### src/rtl/mips_pkg.sv
// Shared definitions for the MIPS fetch/decode slice.
// Holds the opcode constants, the fetch FSM states and the default reset PC.
package mips_pkg;

    localparam logic [5:0] OP_RTYPE = 6'h00;
    localparam logic [5:0] OP_J     = 6'h02;
    localparam logic [5:0] OP_BEQ   = 6'h04;
    localparam logic [5:0] OP_LW    = 6'h23;
    localparam logic [5:0] OP_SW    = 6'h2B;

    localparam logic [31:0] DEFAULT_RESET_PC = 32'h0000_0000;

    typedef enum logic [1:0] {
        IDLE,
        REQ,
        WAIT,
        HOLD
    } fetch_state_t;

endpackage

### src/rtl/mips_next_pc.sv
// Redirect resolver: decides whether a jump/branch is taken and computes the target.
// A jump takes priority over a branch; the low two bits of the target are always cleared.
module mips_next_pc #(
    parameter int ADDR_W = 32
) (
    input  logic              redir_valid,
    input  logic              redir_jump,
    input  logic              redir_branch,
    input  logic              redir_zero,
    input  logic [ADDR_W-1:0] redir_pc_plus4,
    input  logic [15:0]       redir_imm,
    input  logic [25:0]       redir_jidx,
    output logic              taken,
    output logic [ADDR_W-1:0] target
);

    localparam logic [ADDR_W-1:0] SEG_MASK = ADDR_W'(32'h0FFF_FFFF);

    logic [ADDR_W-1:0] jump_tgt;
    logic [ADDR_W-1:0] branch_tgt;
    logic [ADDR_W-1:0] raw_tgt;

    // Jumps keep the upper segment bits of pc+4; branches add the scaled signed offset.
    always_comb begin
        jump_tgt   = (redir_pc_plus4 & ~SEG_MASK) | ADDR_W'({redir_jidx, 2'b00});
        branch_tgt = redir_pc_plus4 + {{(ADDR_W-18){redir_imm[15]}}, redir_imm, 2'b00};
        raw_tgt    = redir_jump ? jump_tgt : branch_tgt;
        target     = {raw_tgt[ADDR_W-1:2], 2'b00};
        taken      = redir_valid && (redir_jump || (redir_branch && redir_zero));
    end

endmodule

### src/rtl/mips_fetch_unit.sv
// Instruction fetch stage: single-outstanding imem requests, one-entry instruction buffer,
// jump/branch redirect with stale-response kill. FETCH_STATS_EN adds fetch/kill counters.
module mips_fetch_unit
    import mips_pkg::*;
#(
    parameter int                ADDR_W   = 32,
    parameter logic [ADDR_W-1:0] RESET_PC = ADDR_W'(DEFAULT_RESET_PC)
) (
    input  logic              clk,
    input  logic              rst_n,
    output logic              imem_req,
    output logic [ADDR_W-1:0] imem_addr,
    input  logic              imem_gnt,
    input  logic              imem_rvalid,
    input  logic [31:0]       imem_rdata,
    output logic              instr_valid,
    input  logic              instr_ready,
    output logic [31:0]       instr_out,
    output logic [5:0]        opcode_out,
    output logic [ADDR_W-1:0] pc_plus4_out,
    input  logic              redir_valid,
    input  logic              redir_jump,
    input  logic              redir_branch,
    input  logic              redir_zero,
    input  logic [ADDR_W-1:0] redir_pc_plus4,
    input  logic [15:0]       redir_imm,
    input  logic [25:0]       redir_jidx
`ifdef FETCH_STATS_EN
    ,
    output logic [31:0]       stat_fetched,
    output logic [31:0]       stat_killed
`endif
);

    fetch_state_t      state;
    logic [ADDR_W-1:0] pc;
    logic              kill;
    logic              taken;
    logic [ADDR_W-1:0] target;
    logic [ADDR_W-1:0] pc_seq;

    mips_next_pc #(.ADDR_W(ADDR_W)) u_next_pc (
        .redir_valid    (redir_valid),
        .redir_jump     (redir_jump),
        .redir_branch   (redir_branch),
        .redir_zero     (redir_zero),
        .redir_pc_plus4 (redir_pc_plus4),
        .redir_imm      (redir_imm),
        .redir_jidx     (redir_jidx),
        .taken          (taken),
        .target         (target)
    );

    assign pc_seq     = pc + ADDR_W'(4);
    assign opcode_out = instr_out[31:26];

    // A taken redirect retargets the PC in every state; the case below only decides
    // whether the in-flight or buffered fetch has to be thrown away.
    always_ff @(posedge clk or negedge rst_n) begin
        if (!rst_n) begin
            state        <= IDLE;
            pc           <= RESET_PC;
            kill         <= 1'b0;
            imem_req     <= 1'b0;
            imem_addr    <= RESET_PC;
            instr_valid  <= 1'b0;
            instr_out    <= '0;
            pc_plus4_out <= '0;
        end else begin
            if (taken) begin
                pc          <= target;
                imem_addr   <= target;
                instr_valid <= 1'b0;
            end
            case (state)
                IDLE: begin
                    state    <= REQ;
                    imem_req <= 1'b1;
                end
                REQ: begin
                    if (imem_gnt) begin
                        state    <= WAIT;
                        imem_req <= 1'b0;
                        kill     <= taken;
                    end
                end
                WAIT: begin
                    if (imem_rvalid) begin
                        if (kill || taken) begin
                            kill     <= 1'b0;
                            state    <= REQ;
                            imem_req <= 1'b1;
                        end else begin
                            instr_out    <= imem_rdata;
                            pc_plus4_out <= pc_seq;
                            pc           <= pc_seq;
                            imem_addr    <= pc_seq;
                            instr_valid  <= 1'b1;
                            state        <= HOLD;
                        end
                    end else if (taken) begin
                        kill <= 1'b1;
                    end
                end
                HOLD: begin
                    if (taken || instr_ready) begin
                        instr_valid <= 1'b0;
                        state       <= REQ;
                        imem_req    <= 1'b1;
                    end
                end
                default: state <= IDLE;
            endcase
        end
    end

`ifdef FETCH_STATS_EN
    logic fetch_evt;
    logic kill_evt;

    assign fetch_evt = (state == HOLD) && instr_ready && !taken;
    assign kill_evt  = ((state == WAIT) && imem_rvalid && (kill || taken)) ||
                       ((state == HOLD) && taken);

    // Both counters stick at all-ones rather than wrapping.
    always_ff @(posedge clk or negedge rst_n) begin
        if (!rst_n) begin
            stat_fetched <= '0;
            stat_killed  <= '0;
        end else begin
            if (fetch_evt && (stat_fetched != '1)) begin
                stat_fetched <= stat_fetched + 32'd1;
            end
            if (kill_evt && (stat_killed != '1)) begin
                stat_killed <= stat_killed + 32'd1;
            end
        end
    end
`endif

endmodule

### config.mk
export PLATFORM = sky130hd
export DESIGN_NAME = mips_fetch_unit
export DESIGN_NICKNAME = d
export VERILOG_FILES = /design/src/rtl/mips_pkg.sv /design/src/rtl/mips_next_pc.sv /design/src/rtl/mips_fetch_unit.sv
export SDC_FILE = /design/constraint.sdc
export NUM_CORES = 1
export LEC_CHECK = 0
export BUFFER_PORTS_ARGS = -buffer_cell sky130_fd_sc_hd__buf_2
export CAP_MARGIN = 10
export CORE_UTILIZATION = 50
export DETAILED_ROUTE_END_ITERATION = 10
export HOLD_SLACK_MARGIN = 0.03
export PLACE_DENSITY_LB_ADDON = 0.08
export SYNTH_ARGS = -nofsm -noshare
export SYNTH_HDL_FRONTEND = slang
export SYNTH_HIERARCHICAL = 1
export SYNTH_SLANG_ARGS = --single-unit
### constraint.sdc
create_clock -name clk -period 2.6 [get_ports clk]
set_input_delay 0.52 -clock clk [delete_from_list [all_inputs] [get_ports clk]]
set_output_delay 0.52 -clock clk [all_outputs]
set_load 0.01 [all_outputs]
==> results of run 1 <==
## sequential cells by signal (all words and copies together), names as in the netlist
signal and flops:
pc_plus4_out 32, instr_valid 1, instr_out 32, kill 1, imem_addr 32, imem_req 1
pc 32, state 2
## worst max-delay path, delay by kind of cell
kind                     cells  cell delay, ns
AO/OA/AOI/OAI                8            1.46
adder cells (fa/ha/maj)      1            0.33
AND/OR/NAND/NOR              2            0.29
buffers and inverters        2            0.28
## where the power goes
part | total [uW] | switching, uW | internal (uW)
Clock | 2490 | 949 | 1550
Combinational | 3610 | 1990 | 1620
Sequential | 3400 | 557 | 2840
## worst max-delay path by stage
stage	from	to	slack [ns]	depth (start not counted)
floorplan	redir_pc_plus4[11]	imem_addr[30]	-0.004	12
global placement	redir_pc_plus4[2]	imem_addr[28]	-0.48	14
detailed placement	redir_pc_plus4[2]	imem_addr[28]	-0.48	14
CTS	redir_pc_plus4[15]	imem_addr[30]	0.01	13
global route	redir_imm[15]	imem_addr[29]	-0.05	12
finish	redir_pc_plus4[8]	imem_addr[31]	0.05	13
## cell families (layout without fill, tap and decap cells)
logic type,Yosys count,count (layout)
buf+inv,91,396
other cells,1,2
flops,133,133
mux,15,15
xor+xnor,26,26
compound gates,256,256
fa+ha+maj,35,35
simple gates,476,476
## final cells by class
class / count / area (sq um) / share of cell area
Multi-Input combinational cell: 810 / 5240 / 0.448
Inverter: 17 / 63.8 / 0.00546
Tap cell: 220 / 275 / 0.0236
Clock inverter: 13 / 173 / 0.0148
Timing Repair Buffer: 347 / 2160 / 0.185
Clock buffer: 19 / 443 / 0.0379
Sequential cell: 133 / 3330 / 0.285
## stage by stage
step                      setup slack, ns  instances  utilization
after CTS                         0.00991       1557        0.685
final                              0.0491       1559        0.702
after global routing              -0.0549       1559        0.702
after global placement             -0.477       1525        0.647
after detailed placement           -0.483       1525        0.647
after floorplan                  -0.00418       1034            -
## synth_stat cells (all sizes together) (19+ instances only)
cell type	count
buf	29
clkbuf	45
a21oi	62
nor2	91
a211oi	30
dfrtp	133
nor4	19
nand3	32
ha	34
nor3	31
nand2	201
o21ai	53
nand4	24
## timing repair
item                       in CTS  in global routing
setup buffers                   0                  2
hold endpoints to repair        0                  0
pin swaps                       1                 24
setup endpoints to repair       4                 18
resized for setup               4                 46
## per-layer routing
| layer | wire (um) | GRT usage | vias up |
|---|---|---|---|
| li1 | - | - | 4310 |
| met1 | 11400 | 0.403 | 4109 |
| met2 | 11500 | 0.446 | 375 |
| met3 | 1900 | 0.0544 | 46 |
| met4 | 556 | 0.0945 | 0 |
| met5 | 0 | 0 | - |
==> metrics.txt, run 1 <==
Compound-Gate Fraction of Synth Area 0.202; Area growth, synth to finish 36.8%; Req. time, crit path 2.94 ns; FILL cells 1362; slowest CP cell o31a_1; initial antenna violation count 0; Synth area leader dfrtp_1; CP Launch Type input port; ant diodes 0; DRT iter0 DRCs 600; Final setup viols 0; R2R Path Start pc[3]; pins over their slew limit 0; CP cell instances buf_2 > ha_1 > a21oi_2 > o21bai_2 > a211oi_4 > buf_4 > o21ai_2 > o31a_1 > nor4b_2 > a221o_1 > nor2_2 > o21a_1 > a31oi_1; unrepaired setup endpoints after global routing true; row count 47; via count 8840; setup TNS 0 ns; Final Instance Area 11700 sq um; Post-Synth XOR/XNOR Area 0.0267; H-tree Lvls 4; dominant combinational cell family by area after synthesis simple AND/OR/NAND/NOR gates; number of I/O port buffers 216; deepest clock path buffer count 2; Residual DRC 0; GRT Total Usage 0.287; power per cell area approximately 810 nW/um^2; Avg Inst Size Synth just over 8 sq um; fin crit period 2.55 ns; gr ovfl total 0; Slew headroom 0.512; Final Cycle Share 0.981; worst hold-check path type input port to async pin; Initial Utilization 0.513; largest net degree at the start of global routing 53; worst r2r path cells 5; DP Wirelength 18700 um; hold_buf cts 0; fraction of registers with async set/reset 1.00; drt total wl 25300 um; Least-Margin Pin Slew roughly 0.73 ns; CP peak stage delay 0.34 ns; Final Skew slightly above 0.008 ns; mapped cell area 8540 sq um; net count reported at finish 1476; WS Path Type input port to flip-flop; # clock sinks 133; Worst EP arrival ~2.9 ns; register area share after synthesis 0.390; most common cell after layout, fill and taps aside buf_2; FF-to-FF End pc[24]; Worst VDD drop 423 uV; Die Y 133 um; CTS tree built; Clock transition at path regs 0.06 ns; crit end category flip-flop; total chip power 9500 uW; Avg WL per Cell approximately 16 um; post-synthesis simple-gate area fraction 0.265; die width 133 um; layout cells sized above 1 0.336; Max Fclk 392 MHz; die area 17600 sq um; Synth Register Bits 133; Synth Area in Adders 0.0522; vias per cell 5.67; final hold viol count 0; peak fanout along the critical path 3; io pins 219; Post-synth EDFFs 0; routability cong. 0.937; Synth warnings 6; dpl cell area 10800 sq um; post-synthesis cell count ~1000; drt first pass iters 5; max cap viols 0; Main synth FF type dfrtp_1; first-pass GRT wire length 40700 um; P_leak about 0.0055 uW; Synth area leaders dfrtp_1 (39%), nand2_1 (8.8%), ha_1 (5.0%), nor2_1 (4.0%), a21oi_1 (3.6%); CTS Buf Count 17; multiplexer share of the synthesized area 0.0180; worst skew pair latency 0.42 ns; hold slack final roughly 0.040 ns; Final ANT Viol Nets 0; post-synth top area share 0.390; commonest cells after routing, fill and taps aside buf_2 (211), nand2_1 (200), dfrtp_1 (133); reg-to-reg setup timing slack between 0.3 and 0.4 ns; library cells used by synthesis 73; number of global-route vias before repair about 8000; clk root buf clkbuf_16; Core ar. between 15000 and 20000 sq um; outcome complete, no violations
Note: power is estimated with default switching activity, not from simulation.
==> inputs of run 2 (changes only) <==
--- a/config.mk
+++ b/config.mk
@@ -7,7 +7,7 @@
 export LEC_CHECK = 0
 export BUFFER_PORTS_ARGS = -buffer_cell sky130_fd_sc_hd__buf_2
 export CAP_MARGIN = 10
-export CORE_UTILIZATION = 50
+export CORE_UTILIZATION = 54
 export DETAILED_ROUTE_END_ITERATION = 10
 export HOLD_SLACK_MARGIN = 0.03
 export PLACE_DENSITY_LB_ADDON = 0.08
==> constraint.sdc (replaced) <==
create_clock -name clk -period 2.6 [get_ports clk]
set_input_delay 0.52 -clock clk [delete_from_list [all_inputs] [get_ports clk]]
set_output_delay 0.52 -clock clk [all_outputs]
set_load 0.05 [all_outputs]
==> run 2 against run 1 <==
Fmax decreased by 0.65%. Worst hold slack better by 0.012 ns. First-iteration DRC count increased by 19%. Critical path depth unchanged. Core utilization increased by 6.5 points. Via count is 2.3% higher. Flip-flop and latch count unchanged. Routed wire length down 0.31%.
==> metrics.txt, run 2 (synthesis results as in run 1) <==
crit path buf inv count 2; routability cong. 0.916; largest net degree at the start of global routing 53; die area 16300 sq um; net count reported at finish 1487; die width 128 um; number of I/O port buffers 216; first-pass GRT wire length 40100 um; DP Wirelength 18400 um; Least-Margin Pin Slew 0.711 ns; DRT iter0 DRCs 716; GRT Total Usage 0.308; hold_buf cts 0; FILL cells 1161; layout cells sized above 1 0.346; Final setup viols 0; CTS Buf Count 17; Final Cycle Share 0.988; number of global-route vias before repair 8224; CTS tree built; worst skew pair latency 0.41 ns; peak fanout along the critical path 4; Max Fclk 389 MHz; drt first pass iters 5; Final Skew 0.00869 ns; hold slack final 0.0528 ns; CP cell instances buf_4 > ha_4 > a21oi_4 > o211ai_4 > a211oi_4 > buf_4 > o21ai_2 > o31a_1 > nor4b_2 > a221o_1 > nor2_4 > o21a_1 > a31oi_1; gr ovfl total 0; Req. time, crit path 2.93 ns; WS Path Type input port to flip-flop; io pins 219; WL met3 1950 um; P_leak 0.00552 uW; total chip power 11400 uW; Worst EP arrival approximately 2.9 ns; # clock sinks around 130; fin crit period ~2.6 ns; most common cell after layout, fill and taps aside buf_2; Area growth, synth to finish 37.5%; pins over their slew limit 0; CP most frequent cell buf_4; Worst VDD drop 517 uV; max cap viols 0; post-layout util 0.767; crit end category flip-flop; ant diodes 0; Die Y 128 um; worst hold-check path type input port to async pin; met2 WL 11600 um; M1 WL 11200 um; outcome complete, no violations; Avg WL per Cell 16.2 um; max layer used met4; H-tree Lvls 4; Residual DRC 0; unrepaired setup endpoints after global routing true; CP Launch Type input port; clk root buf clkbuf_16; deepest clock path buffer count 2; Slew headroom 0.522; Clock transition at path regs 0.06 ns; drt total wl 25300 um; kind of cell adding the most delay to the critical path compound AO/OA/AOI/OAI gates; Final ANT Viol Nets 0; vias per cell between 5 and 6; CP peak stage delay 0.34 ns; Core ar. 15300 sq um; row count 45; slowest CP cell a211oi_4; via count 9040; power per cell area 974 nW/um^2; final hold viol count 0; commonest cells after routing, fill and taps aside buf_2 (211), nand2_1 (199), buf_4 (138); Initial Utilization 0.557; initial antenna violation count 0
==> run 2: per-layer routing <==
metal,vias up,GRT usage
li1,4344,-
met1,4225,0.426
met2,424,0.492
met3,47,0.0559
met4,0,0.0962
met5,-,0
==> run 2: repair_timing <==
action,4_1_cts,5_1_grt
pin swaps,2,15
setup endpoints to repair,4,18
buffers inserted,0,1
gates resized for setup,6,48
==> run 2: metrics by stage <==
step,setup TNS [ns],cells,worst slack (ns),cell area [sq um]
after global routing,-0.140,1561,-0.0767,11700
after global placement,-7.95,1528,-0.415,10800
after floorplan,0,1034,0.00473,8660
after CTS,0,1560,0.00521,11500
after detailed placement,-9.77,1528,-0.457,10800
final,0,1561,0.0324,11700
==> run 2: power by group <==
group / internal [uW] / leakage (uW) / switching (uW)
sequential: 2840 / 0.00158 / 549
clock: 1410 / 0.000281 / 893
combinational: 1640 / 0.00366 / 4100
total: 5900 / 0.00552 / 5540
==> run 2: cell type report <==
type                    instances  area, sq um  area share
repair buffers                358         2240       0.191
clock inverters                11         98.8     0.00842
clock buffers                  21          480      0.0409
well taps                     211          264      0.0225
flip-flops and latches        133         3330       0.283
inverters                      17         63.8     0.00543
multi-input cells             810         5270       0.449
==> run 2: final timing paths <==
kind | startpoint | endpoint | slack, ns | depth (start not counted)
max in group asynchronous | rst_n | imem_addr[26] | 1.86 | 2
min | rst_n | instr_out[29] | 0.05 | 1
min in group clk | imem_rdata[30] | instr_out[30] | 0.29 | 3
max reg2reg | pc[12] | pc[24] | 0.27 | 4
min reg2reg | pc_plus4_out[0] | pc_plus4_out[0] | 0.47 | 2
max | redir_pc_plus4[3] | imem_addr[31] | 0.03 | 13
